### config.mk
export PLATFORM = sky130hd
export DESIGN_NAME = eight_bit_search_controller
export DESIGN_NICKNAME = d
export VERILOG_FILES = /design/src/rtl/eight_bit_search_controller.sv
export SDC_FILE = /design/constraint.sdc
export NUM_CORES = 1
export LEC_CHECK = 0
export ABC_AREA = 1
export BUFFER_PORTS_ARGS = -buffer_cell sky130_fd_sc_hd__buf_2
export CORE_MARGIN = 4
export CORE_UTILIZATION = 25
export CTS_CLUSTER_DIAMETER = 30
export DETAILED_ROUTE_END_ITERATION = 12
export PLACE_DENSITY_LB_ADDON = 0.15
export RECOVER_POWER = 25
export SLEW_MARGIN = 5
export SYNTH_ARGS = -nofsm -noshare
export SYNTH_HDL_FRONTEND = slang
export SYNTH_SLANG_ARGS = --single-unit
### constraint.sdc
create_clock -name clk -period 2.6 [get_ports clk]
set_clock_uncertainty 0.1 [all_clocks]
set_input_delay 0.26 -clock clk [delete_from_list [all_inputs] [get_ports clk]]
set_output_delay 0.26 -clock clk [all_outputs]
set_load 0.02 [all_outputs]
### src/rtl/eight_bit_search_controller.sv
// eight_bit_search_controller
//   Binary-search engine that drives an external 8-bit magnitude comparator.
//   Each step it presents a guess and consumes a lesser/equal/greater verdict.
//   It converges on the hidden target in at most 9 verdicts.
//   It reports the found value, the step count, and a not-found, error or
//   timeout status.
//
// Ports
//   clk, rstn          clock, asynchronous active-low reset
//   start              begin a search (sampled only in IDLE)
//   guess/guess_valid  probe value presented to the comparator
//   result_valid       verdict bits are valid this cycle
//   lesser/equal/greater  comparator verdict (guess vs target)
//   busy               search in progress (PROBE or DONE)
//   done               one-cycle pulse when a search terminates
//   found/error/result/steps  outcome of the last search, held until next start
module eight_bit_search_controller #(
  parameter int TIMEOUT = 64
) (
  input  logic       clk,
  input  logic       rstn,
  input  logic       start,
  output logic [7:0] guess,
  output logic       guess_valid,
  input  logic       result_valid,
  input  logic       lesser,
  input  logic       equal,
  input  logic       greater,
  output logic       busy,
  output logic       done,
  output logic       found,
  output logic       error,
  output logic [7:0] result,
  output logic [3:0] steps
);

  localparam int CW = $clog2(TIMEOUT + 1);

  typedef enum logic [1:0] {IDLE, PROBE, DONE} state_t;

  state_t        state, state_n;
  logic [7:0]    lo, hi, lo_n, hi_n, guess_n;
  logic [8:0]    sum;
  logic [CW-1:0] wait_cnt;
  logic          accept, term, hit, bad, tmo;

  assign guess_valid = (state == PROBE);
  assign busy        = (state != IDLE);
  assign done        = (state == DONE);
  assign accept      = guess_valid & result_valid;

  // Verdict evaluation: narrowed bounds and whether this accept ends the search.
  // Bounds never wrap; the guess==0/255 cases terminate before any update.
  always_comb begin
    lo_n = lo;
    hi_n = hi;
    term = 1'b0;
    hit  = 1'b0;
    bad  = 1'b0;
    if (accept) begin
      if (!$onehot({lesser, equal, greater})) begin
        bad  = 1'b1;
        term = 1'b1;
      end else if (equal) begin
        hit  = 1'b1;
        term = 1'b1;
      end else if (lesser) begin
        if (guess == 8'hFF) term = 1'b1;
        else begin
          lo_n = guess + 8'd1;
          if (lo_n > hi) term = 1'b1;
        end
      end else begin
        if (guess == 8'h00) term = 1'b1;
        else begin
          hi_n = guess - 8'd1;
          if (lo > hi_n) term = 1'b1;
        end
      end
    end
  end

  // The sum needs 9 bits so that lo+hi never overflows before the halving.
  assign sum     = {1'b0, lo_n} + {1'b0, hi_n};
  assign guess_n = sum[8:1];

  // An accept on the same edge as the timeout takes priority.
  assign tmo = guess_valid & ~accept & (wait_cnt == CW'(TIMEOUT - 1));

  always_comb begin
    state_n = state;
    case (state)
      IDLE:    if (start) state_n = PROBE;
      PROBE:   if (term || tmo) state_n = DONE;
      DONE:    state_n = IDLE;
      default: state_n = IDLE;
    endcase
  end

  always_ff @(posedge clk or negedge rstn) begin
    if (!rstn) begin
      state    <= IDLE;
      lo       <= 8'd0;
      hi       <= 8'd255;
      guess    <= 8'd0;
      wait_cnt <= '0;
      steps    <= 4'd0;
      found    <= 1'b0;
      error    <= 1'b0;
      result   <= 8'd0;
    end else begin
      state <= state_n;
      case (state)
        IDLE: if (start) begin
          lo       <= 8'd0;
          hi       <= 8'd255;
          guess    <= 8'd127;
          wait_cnt <= '0;
          steps    <= 4'd0;
          found    <= 1'b0;
          error    <= 1'b0;
        end
        PROBE: begin
          if (accept) begin
            steps    <= steps + 4'd1;
            wait_cnt <= '0;
            lo       <= lo_n;
            hi       <= hi_n;
            if (term) begin
              result <= guess;
              found  <= hit;
              error  <= bad;
            end else begin
              guess <= guess_n;
            end
          end else if (tmo) begin
            result <= guess;
            found  <= 1'b0;
            error  <= 1'b1;
          end else begin
            wait_cnt <= wait_cnt + CW'(1);
          end
        end
        default: ;
      endcase
    end
  end

endmodule

# --- After elaboration in Yosys (flattened, before gate mapping) ---
# Index checks and enable logic that the tools add are counted.
word_totals:
  reg_bits: 47
  input_bits: 7
  output_inout_bits: 25
  elab_cells: 100
op_classes:
  add_sub_neg: 7
  n_lt_le_gt_ge: 2
  eq_ne: 13
  mux: 53
  bitwise: 4
  reduce_logical: 12
op_table:
  columns: ["op", "n"]
  rows:
  - ["$mux 8", 20]
  - ["$pmux 8 s2", 3]
  - ["$mux 7", 3]
  - ["$mux 1", 18]
  - ["$gt 8x8->1", 2]
  - ["$pmux 7 s2", 1]
  - ["$add 8x8->9", 1]
  - ["$reduce_and 3->1", 3]
  - ["$add 8x1->8 const B", 1]
  - ["$eq 8x8->1 const B", 1]
  - ["$logic_not 8->1", 1]
  - ["$mux 4", 2]
  - ["$pmux 4 s2", 1]
  - ["$reduce_and 4->1", 2]
  - ["$sub 8x1->8 const B", 1]
  - ["$add 7x1->7 const B", 1]
  - ["$eq 7x6->1 const B", 1]
  - ["$ne 2x1->1 const B", 3]
  - ["$reduce_bool 2->1", 3]
  - ["$add 4x1->4 const B", 1]
  - ["$eq 2x1->1 const B", 2]
  - ["$mux 2", 2]
  - ["$ne 2x2->1 const B", 2]
  - ["$pmux 1 s2", 2]
  - ["other kinds (12)", 14]

# --- Logic depth before layout (Yosys ltp) ---
# Gate-level depths: netlist of run 1.
depth:
  depth_word: 11
  depth_mapped: 22
  mapped_depth_nobuf: 20

# --- Worst setup path after synthesis of run 1 ---
# OpenSTA, ideal clock, no wires.
synth_path:
  kind: "in2reg"
  from: "input lesser"
  to: "register guess[7]"
  setup_ns: 0.125
  t_arrival_ns: 2.944
  required_ns: 2.375
  slack_ns: -0.569
  stages: 18
  n_path_buf: 1
  path_cell_list: "inv_1 > fa_1 > inv_1 > nand3_1 > nor2_4 > nand3_4 > buf_2 > o21ai_0 > inv_1 > fa_1 > nand3_1 > nand2_1 > a21oi_1 > o21bai_1 > a21oi_1 > nor2_1 > o21ai_0 > o21ai_1"
synth_via:
  elab_chain_cells: 8
  elab_cells_between_ends: 20
  cone_classes: "add/sub (2); eq/ne (2); mux (15); reduce/logical (1)"
synth_rtl:
  columns: ["item", "line_no", "text"]
  rows:
  - ["from (decl)", "26", "input logic lesser,"]
  - ["$add 2x1->2 (implied by the code) or $mux 8 (tied branches)", "61, 67", null]
  - ["$eq 2x1->1 or $mux 8 (tied branches)", "61, 64", null]
  - ["$mux 8", "61", "if (!$onehot({lesser, equal, greater})) begin"]
  - ["$mux 8", "60", "if (accept) begin"]
  - ["$add 8x8->9", "84", "assign sum = {1'b0, lo_n} + {1'b0, hi_n};"]
  - ["$mux 8", "129", "if (term) begin"]
  - ["$mux 8", "124", "if (accept) begin"]
  - ["$pmux 8 s2", "113", "case (state)"]
  - ["to (signal assigned)", "134", "guess <= guess_n;"]
  - ["to (decl)", "23", "output logic [7:0] guess,"]
# Parallel ways exist; a longest one is shown, timed or not. The select of a mux whose other input is x is not followed.
# A chain may end at the register's enable or synchronous reset.

# --- Worst setup path in the final report of run 1 ---
layout_path:
  from: "register guess[1]"
  to: "register error"
layout_via:
  elab_chain_cells: 10
  elab_cells_between_ends: 16
  cone_classes: "add/sub (2); order compare (2); eq/ne (2); mux (8); reduce/logical (2)"
layout_rtl:
  columns: ["item", "line_no", "text"]
  rows:
  - ["$sub 8x1->8 or $add 8x1->8 (tied branches)", "76, 70", null]
  - ["$gt 8x8->1, on equally long branches", "77, 71", null]
  - ["$mux 1, on equally long branches", "77, 71", null]
  - ["$mux 1, on equally long branches", "74, 68", null]
  - ["$mux 1 (*)", "67", "end else if (lesser) begin"]
  - ["$mux 1 (*)", "64", "end else if (equal) begin"]
  - ["$mux 1 (*)", "61", null]
  - ["$mux 1 (*)", "60", null]
  - ["$ne 3x2->1 (no source line) (*)", null, null]
  - ["$reduce_and 4->1 (no source line) (*)", null, null]
  - ["to (signal assigned)", "109", "error <= 1'b0;"]
  - ["to (signal assigned)", "121", "error <= 1'b0;"]
  - ["to (signal assigned)", "132", "error <= bad;"]
  - ["to (decl)", "32", "output logic error,"]
# Mark *: on every way between the ends. The rest lies on a longest branch, timed or not.

==> results of run 1 <==
[power breakdown]
part           switching, W  total [W]  internal, W
sequential         0.000154    0.00115     0.000994
combinational       0.00175    0.00304      0.00130
clock              0.000293   0.000650     0.000357
total               0.00219    0.00484      0.00265
[critical path, delay by kind of cell, from the launching register on]
family / cells / cell delay, ns
and+or+nand+nor: 11 / 0.96
DFF: 1 / 0.48
adders and majority gates: 1 / 0.31
AOI/OAI and AO/OA: 2 / 0.28
buffers and inverters: 2 / 0.27
xor gates and xnor gates: 1 / 0.27
[cells by family after synthesis]
logic type / synth area share [%]
DFF: 35.8
buffers and inverters: 10.3
AOI/OAI and AO/OA: 16.3
and+or+nand+nor: 22.5
xor gates and xnor gates: 3.43
adders and majority gates: 11.8
[registers in the layout, summed over array words and instances, names as in the netlist]
signal / cells
hi: 8
found: 1
state: 2
guess: 8
steps: 4
error: 1
lo: 8
wait_cnt: 7
result: 8
[timing repair]
action,in CTS,in global routing
gates cloned,2,0
resized for setup,51,36
pin swaps,24,19
setup buffers,11,5
endpoints found under the hold margin,0,0
endpoints found under the setup margin,20,20
[stage by stage]
stage | cell area [µm²] | worst slack [ns] | utilization [%]
finish | 4950 | -0.184 | 38.6
global route | 4950 | -0.367 | 38.6
CTS | 4760 | -0.229 | 37.1
detailed placement | 4330 | -0.618 | 33.8
global placement | 4330 | -0.562 | 33.8
floorplan | 3400 | -0.307 | -
[Yosys cell counts, drive strengths merged (2+ instances only)]
cell	count	area share [%]
nand2	93	12
dfrtp	39	29
a21oi	21	3.2
ha	28	11
o22ai	8	1.5
nor3	5	1.2
a31oi	2	0.38
fa	2	1.2
o21ai	52	8.9
xor2	9	2.4
o21bai	2	0.45
inv	73	8.4
nand4	4	0.75
buf	8	1.8
dfstp	8	6.3
xnor2	4	1.1
nand3	20	4.1
nor2	28	4.0
a22oi	3	0.68
[metal layers]
layer / up-vias / routed length [µm]
met5: - / 0
met3: 8 / 292
met2: 39 / 4370
met1: 1411 / 4710
li1: 1627 / -
met4: 0 / 104
[path summary, 6_finish.rpt]
path                                    from          end  slack, ns  cells past startpoint
worst max-delay path                guess[1]        error      -0.18                     17
worst min-delay path                    rstn     steps[3]       0.22                      2
worst max register to register      guess[1]        error      -0.18                     17
worst min register to register      steps[3]     steps[3]       0.36                      1
max in group asynchronous               rstn     guess[1]       1.32                      2
min in group clk                result_valid  wait_cnt[1]       0.23                      4
[layout make-up]
cell class / count / area share [%]
clock buffer: 7 / 2.68
clock inverter: 1 / 0.101
inverter: 73 / 5.86
multi-input combinational: 288 / 43.9
sequential: 47 / 24.0
tap: 172 / 4.34
timing repair buffer: 132 / 18.9
timing repair inverter: 1 / 0.177
==> summary.txt, run 1 <==
Clock network
  – Clk sinks: 47
  – Root buf cell: clkbuf_16
  – Cts hold-fix bufs: 0
  – Clk_lat worst skew: 0.29 ns
  – CTS tree: built
  – # H-tree levels: 2
  – Clk slew on worst S/H paths: 0.07 ns
  – CTS Buffer Depth: 2
  – TritonCTS buffer count: 5

Global routing
  – Largest net degree at the start of global routing: 48
  – M3 GR Usage: under 10%
  – GR Util All Layers: 13.0%
  – Gr ovfl total: 0
  – M2 GR Usage: 21.7%
  – Initial antenna violation count: 0
  – Vias in the first global route: 2990
  – Top Usage Layer GRT: met2
  – Met1 global-route usage: 17.6%
  – First-pass GRT wire length: between 15000 and 20000 µm

Die
  – Num ports: 32
  – Die area: 0.0152 mm²
  – Die height: 123 µm
  – Initial core utilization: 25.9%
  – Core Area: 0.0128 mm²
  – Chip width: 123 µm
  – Num rows: 41

Route
  – Iter 0 DRT Violations: 129
  – Routed Antenna Nets: 0
  – DRT Pass-1 Iters: 5
  – DRC viols: 0
  – Drt wl/cell: about 13 µm
  – Final WL: approximately 9500 µm
  – Drt via density: ~4.3
  – Vias post-DR: 3085

Run status
  – Outcome: finished with violations
  – Failing checks: setup timing

Synth
  – Synth Flop Type: dfrtp_1
  – Synth warnings: 0
  – Asr flop ratio synth: 100%
  – Post-synthesis cell count: 415
  – Mapped Area: 0.00332 mm²
  – Number of synthesized flops with an enable pin: 0
  – Sequential fraction of the synthesis area: 35.8%
  – Register bit total from synthesis: 47
  – Post-synth cell types: 39
  – Synthesized area per cell: 7.99 µm²
  – Synth Net Count: 452

Critical path
  – Crit-path max FO: 5
  – CP Class: flop to flop
  – Setup crit end kind: flop
  – Crit-path cells: nor3_4 > nand2_2 > buf_4 > xor2_1 > ha_1 > a21oi_1 > o21a_1 > nand2_1 > nand2_2 > nand2_1 > nand2_2 > nand2_2 > nand2_4 > nand2_8 > buf_6 > nand2_2 > nand2_1
  – Worst path required time: 2.69 ns
  – CP max stage delay: 0.48 ns
  – Crit path DAT: 2.87 ns
  – CP startpoint kind: flop
  – Worst path most repeated cell: nand2_2
  – Slowest-stage cell, CP: dfrtp_2

Timing
  – Min Tclk post-route: 2.78 ns
  – Max-slew violations: 0
  – Fmax: 359 MHz
  – Relative max-transition margin: about 15%
  – Fin crit share: 107%
  – Worst slew pin tran: ~1.3 ns
  – Total negative setup slack: -2.70 ns
  – Endpoints failing setup: 20
  – Worst Hold Slack: 0.224 ns
  – Final Hold Fails: 0
  – RSZ-0062 raised after global routing: yes
  – Final worst slack: -0.184 ns

Cells and area
  – Commonest non-fill, non-tap cell in the layout: buf_4
  – Register Area: 0.00119 mm²
  – Nets@finish: approximately 590
  – Inserted Diodes: 0
  – Share of layout cells above drive strength 1: 48.3%
  – Footprint of the multi-input gates: 0.00218 mm²
  – Non-filler instance count after layout: 721
  – Area growth from synthesis to layout: 49.3%
  – Fillers: about 1300
  – Commonest cells after routing, fill and taps aside: buf_4 (95), nand2_1 (61), inv_1 (53), dfrtp_1 (36), buf_2 (30)

Placed design
  – IO Port Bufs: 31
  – Inst Count DP: approximately 700
  – Dpl hpwl: around 7100 µm
  – Placer Congestion: ~0.84

Pwr
  – Leakage Power: 2.51 nW
  – Power, Total: around 0.0048 W
  – Peak supply drop: 0.264 mV
  – PwrDens: 977 mW/mm²

Job
  – MaxCap Viol Count: 0

Worst hold path
  – Worst hold path class: input pin to async pin
Power figures use the tool's default switching activity.
==> run 2: changes to the inputs <==
Settings changed: ABC_AREA 1 to 0, CTS_CLUSTER_DIAMETER 30 to not set.
==> summary.txt, run 2 <==
Route
  – Vias post-DR: 2800
  – Routed Antenna Nets: 0
  – Drt via density: 4.47
  – DRT Pass-1 Iters: 4
  – Final WL: 9690 µm
  – Drt wl/cell: 15.5 µm
  – DRC viols: 0
  – Iter 0 DRT Violations: 133

Critical path
  – Cell family contributing the most delay on the critical path: compound AO/OA/AOI/OAI gates
  – Slowest-stage cell, CP: fa_1
  – Crit-path max FO: 6
  – Crit-path cells: buf_8 > inv_4 > fa_1 > and4bb_2 > and2_4 > and3_4 > mux2_4 > fa_2 > a21o_1 > a21oi_2 > o21bai_1 > a21oi_2 > o21bai_1 > a21oi_1 > a21oi_1
  – CP startpoint kind: input pin
  – CP max stage delay: 0.49 ns
  – Crit path DAT: 3.21 ns
  – Setup crit end kind: flop
  – Worst path required time: about 2.7 ns
  – CP Class: input pin to flop
  – CP bufs+invs: 2

Placed design
  – Post-DP Area: 0.00415 mm²
  – Placer Congestion: 0.849
  – Dpl hpwl: around 7500 µm
  – IO Port Bufs: 31

Synth
  – Mapped Area: 0.00320 mm²
  – Register bit total from synthesis: 47
  – Top post-synthesis cells by area: dfrtp_1 (30%), ha_1 (11%), dfstp_2 (6.6%)
  – Synthesized area per cell: 9.47 µm²
  – Synth warnings: 0
  – Top-count cell post-synth: nor2_1
  – Commonest cells post-synth: nor2_1 (43), dfrtp_1 (39), ha_1 (28), a21oi_1 (23), nand2_1 (23)
  – Biggest area consumer among synthesized cells: dfrtp_1
  – Number of synthesized flops with an enable pin: 0
  – Synth Flop Type: dfrtp_1
  – Post-synth cell types: 55
  – Asr flop ratio synth: 100%
  – Post-synthesis cell count: 338
  – Synth Net Count: 375
  – Sequential fraction of the synthesis area: 37.1%
  – Top-area cell type share of the netlist area: 30.5%

Clock network
  – # H-tree levels: 2
  – Clk_lat worst skew: 0.29 ns
  – CTS tree: built
  – Clk sinks: 47
  – Root buf cell: clkbuf_16
  – Clk slew on worst S/H paths: 0.07 ns
  – TritonCTS buffer count: 5
  – CTS Buffer Depth: 2

Pwr
  – Power, Total: about 0.0034 W
  – Peak supply drop: approximately 0.26 mV
  – PwrDens: 726 mW/mm²
  – Leakage Power: 2.25 nW

Timing
  – Total negative setup slack: -8.95 ns
  – RSZ-0062 raised after global routing: yes
  – Fin crit share: 120%
  – Worst slew pin tran: 1.31 ns
  – Max-slew violations: 0
  – Final worst slack: -0.530 ns
  – Worst Hold Slack: approximately 0.13 ns
  – Min Tclk post-route: 3.13 ns
  – Endpoints failing setup: 20
  – Fmax: between 300 and 400 MHz
  – Final Hold Fails: 0
  – Relative max-transition margin: 12.8%

Worst hold path
  – Worst hold path class: input pin to flop

Cells and area
  – Area growth from synthesis to layout: 46.6%
  – Nets@finish: 491
  – Fillers: 1271
  – Share of layout cells above drive strength 1: 45.1%
  – Register Area: around 0.0012 mm²
  – Inserted Diodes: 0
  – Footprint of the multi-input gates: ~0.0021 mm²
  – Commonest non-fill, non-tap cell in the layout: buf_4
  – Commonest cells after routing, fill and taps aside: buf_4 (82), nor2_1 (40), dfrtp_1 (34), buf_2 (25), ha_1 (24)
  – Fin area: 0.00469 mm²

Die
  – Num rows: 41
  – Core Area: 0.0126 mm²
  – Die height: approximately 120 µm
  – Die area: 0.0147 mm²
  – Initial core utilization: 25.5%
  – Num ports: 32
  – Chip width: 121 µm

Global routing
  – Vias in the first global route: between 2000 and 3000
  – Gr ovfl total: 0
  – First-pass GRT wire length: 15800 µm
  – Initial antenna violation count: 0
  – GR Util All Layers: 13.9%
  – Largest net degree at the start of global routing: 26

Run status
  – Outcome: finished with violations
  – Failing checks: setup timing

Job
  – MaxCap Viol Count: 0
-- run 2: cell types whose count changed after synthesis, sizes merged, moves of 5 or more --
cell    previous run  this run
nor2              28        43
o21ai             52        12
clkbuf             0         6
xnor2              4        11
nand2             93        23
mux2               0        10
and2               0         5
o21a               1         7
inv               73        18
a22o               0        10
nand3             20         9
nor3               5        10
-- run 2: final timing paths --
check	start	endpoint	slack, ns	cells after the start
hold / removal	equal	found	0.13	2
min in group asynchronous	rstn	steps[3]	0.68	2
max in group asynchronous	rstn	guess[3]	0.68	3
hold reg to reg	error	error	0.39	1
setup / recovery	equal	guess[7]	-0.53	15
setup reg to reg	guess[2]	result[4]	-0.53	14
-- run 2: what timing repair did --
action,in CTS,in global routing
hold buffers,1,0
pin swaps,21,20
setup endpoints to repair,20,20
gates cloned,1,0
buffers inserted,14,4
resized for setup,44,15
endpoints found under the hold margin,14,0
-- run 2: report_power, final --
part	internal, W	leakage [nW]	switching (W)
clock	0.000385	0.0731	0.000303
sequential	0.000845	0.549	0.0000975
combinational	0.000819	1.63	0.000957
total	0.00205	2.25	0.00136
-- run 2: per-layer routing --
metal  GRT usage, %  part of all wire (%)  up-vias
li1               -                     -     1419
met1           18.6                    47     1335
met2           23.3                    49       38
met3           2.52                   2.7        8
met4           3.15                   1.6        0
met5              0                     0        -
-- run 2: cell type report --
class / count / share of cell area [%]
inverter: 19 / 1.79
tap: 172 / 4.59
multi-input combinational: 258 / 44.9
timing repair buffer: 123 / 20.0
sequential: 47 / 25.4
clock buffer: 6 / 2.96
clock inverter: 2 / 0.347
-- run 2: cells by family after synthesis --
group                      share of synthesized area [%]
AOI/OAI and AO/OA                                   17.0
xor gates and xnor gates                            6.29
adders and majority gates                           12.2
buffers and inverters                               4.73
DFF                                                 37.1
muxes                                               5.08
and+or+nand+nor                                     17.6
-- run 2: metrics by stage --
step                utilization [%]  setup slack, ns  instances
finish                         37.3           -0.530        627
global route                   37.3           -0.697        627
CTS                            36.8           -0.537        625
detailed placement             33.0            -1.01        603
global placement               33.0           -0.929        603
floorplan                         -           -0.810        338
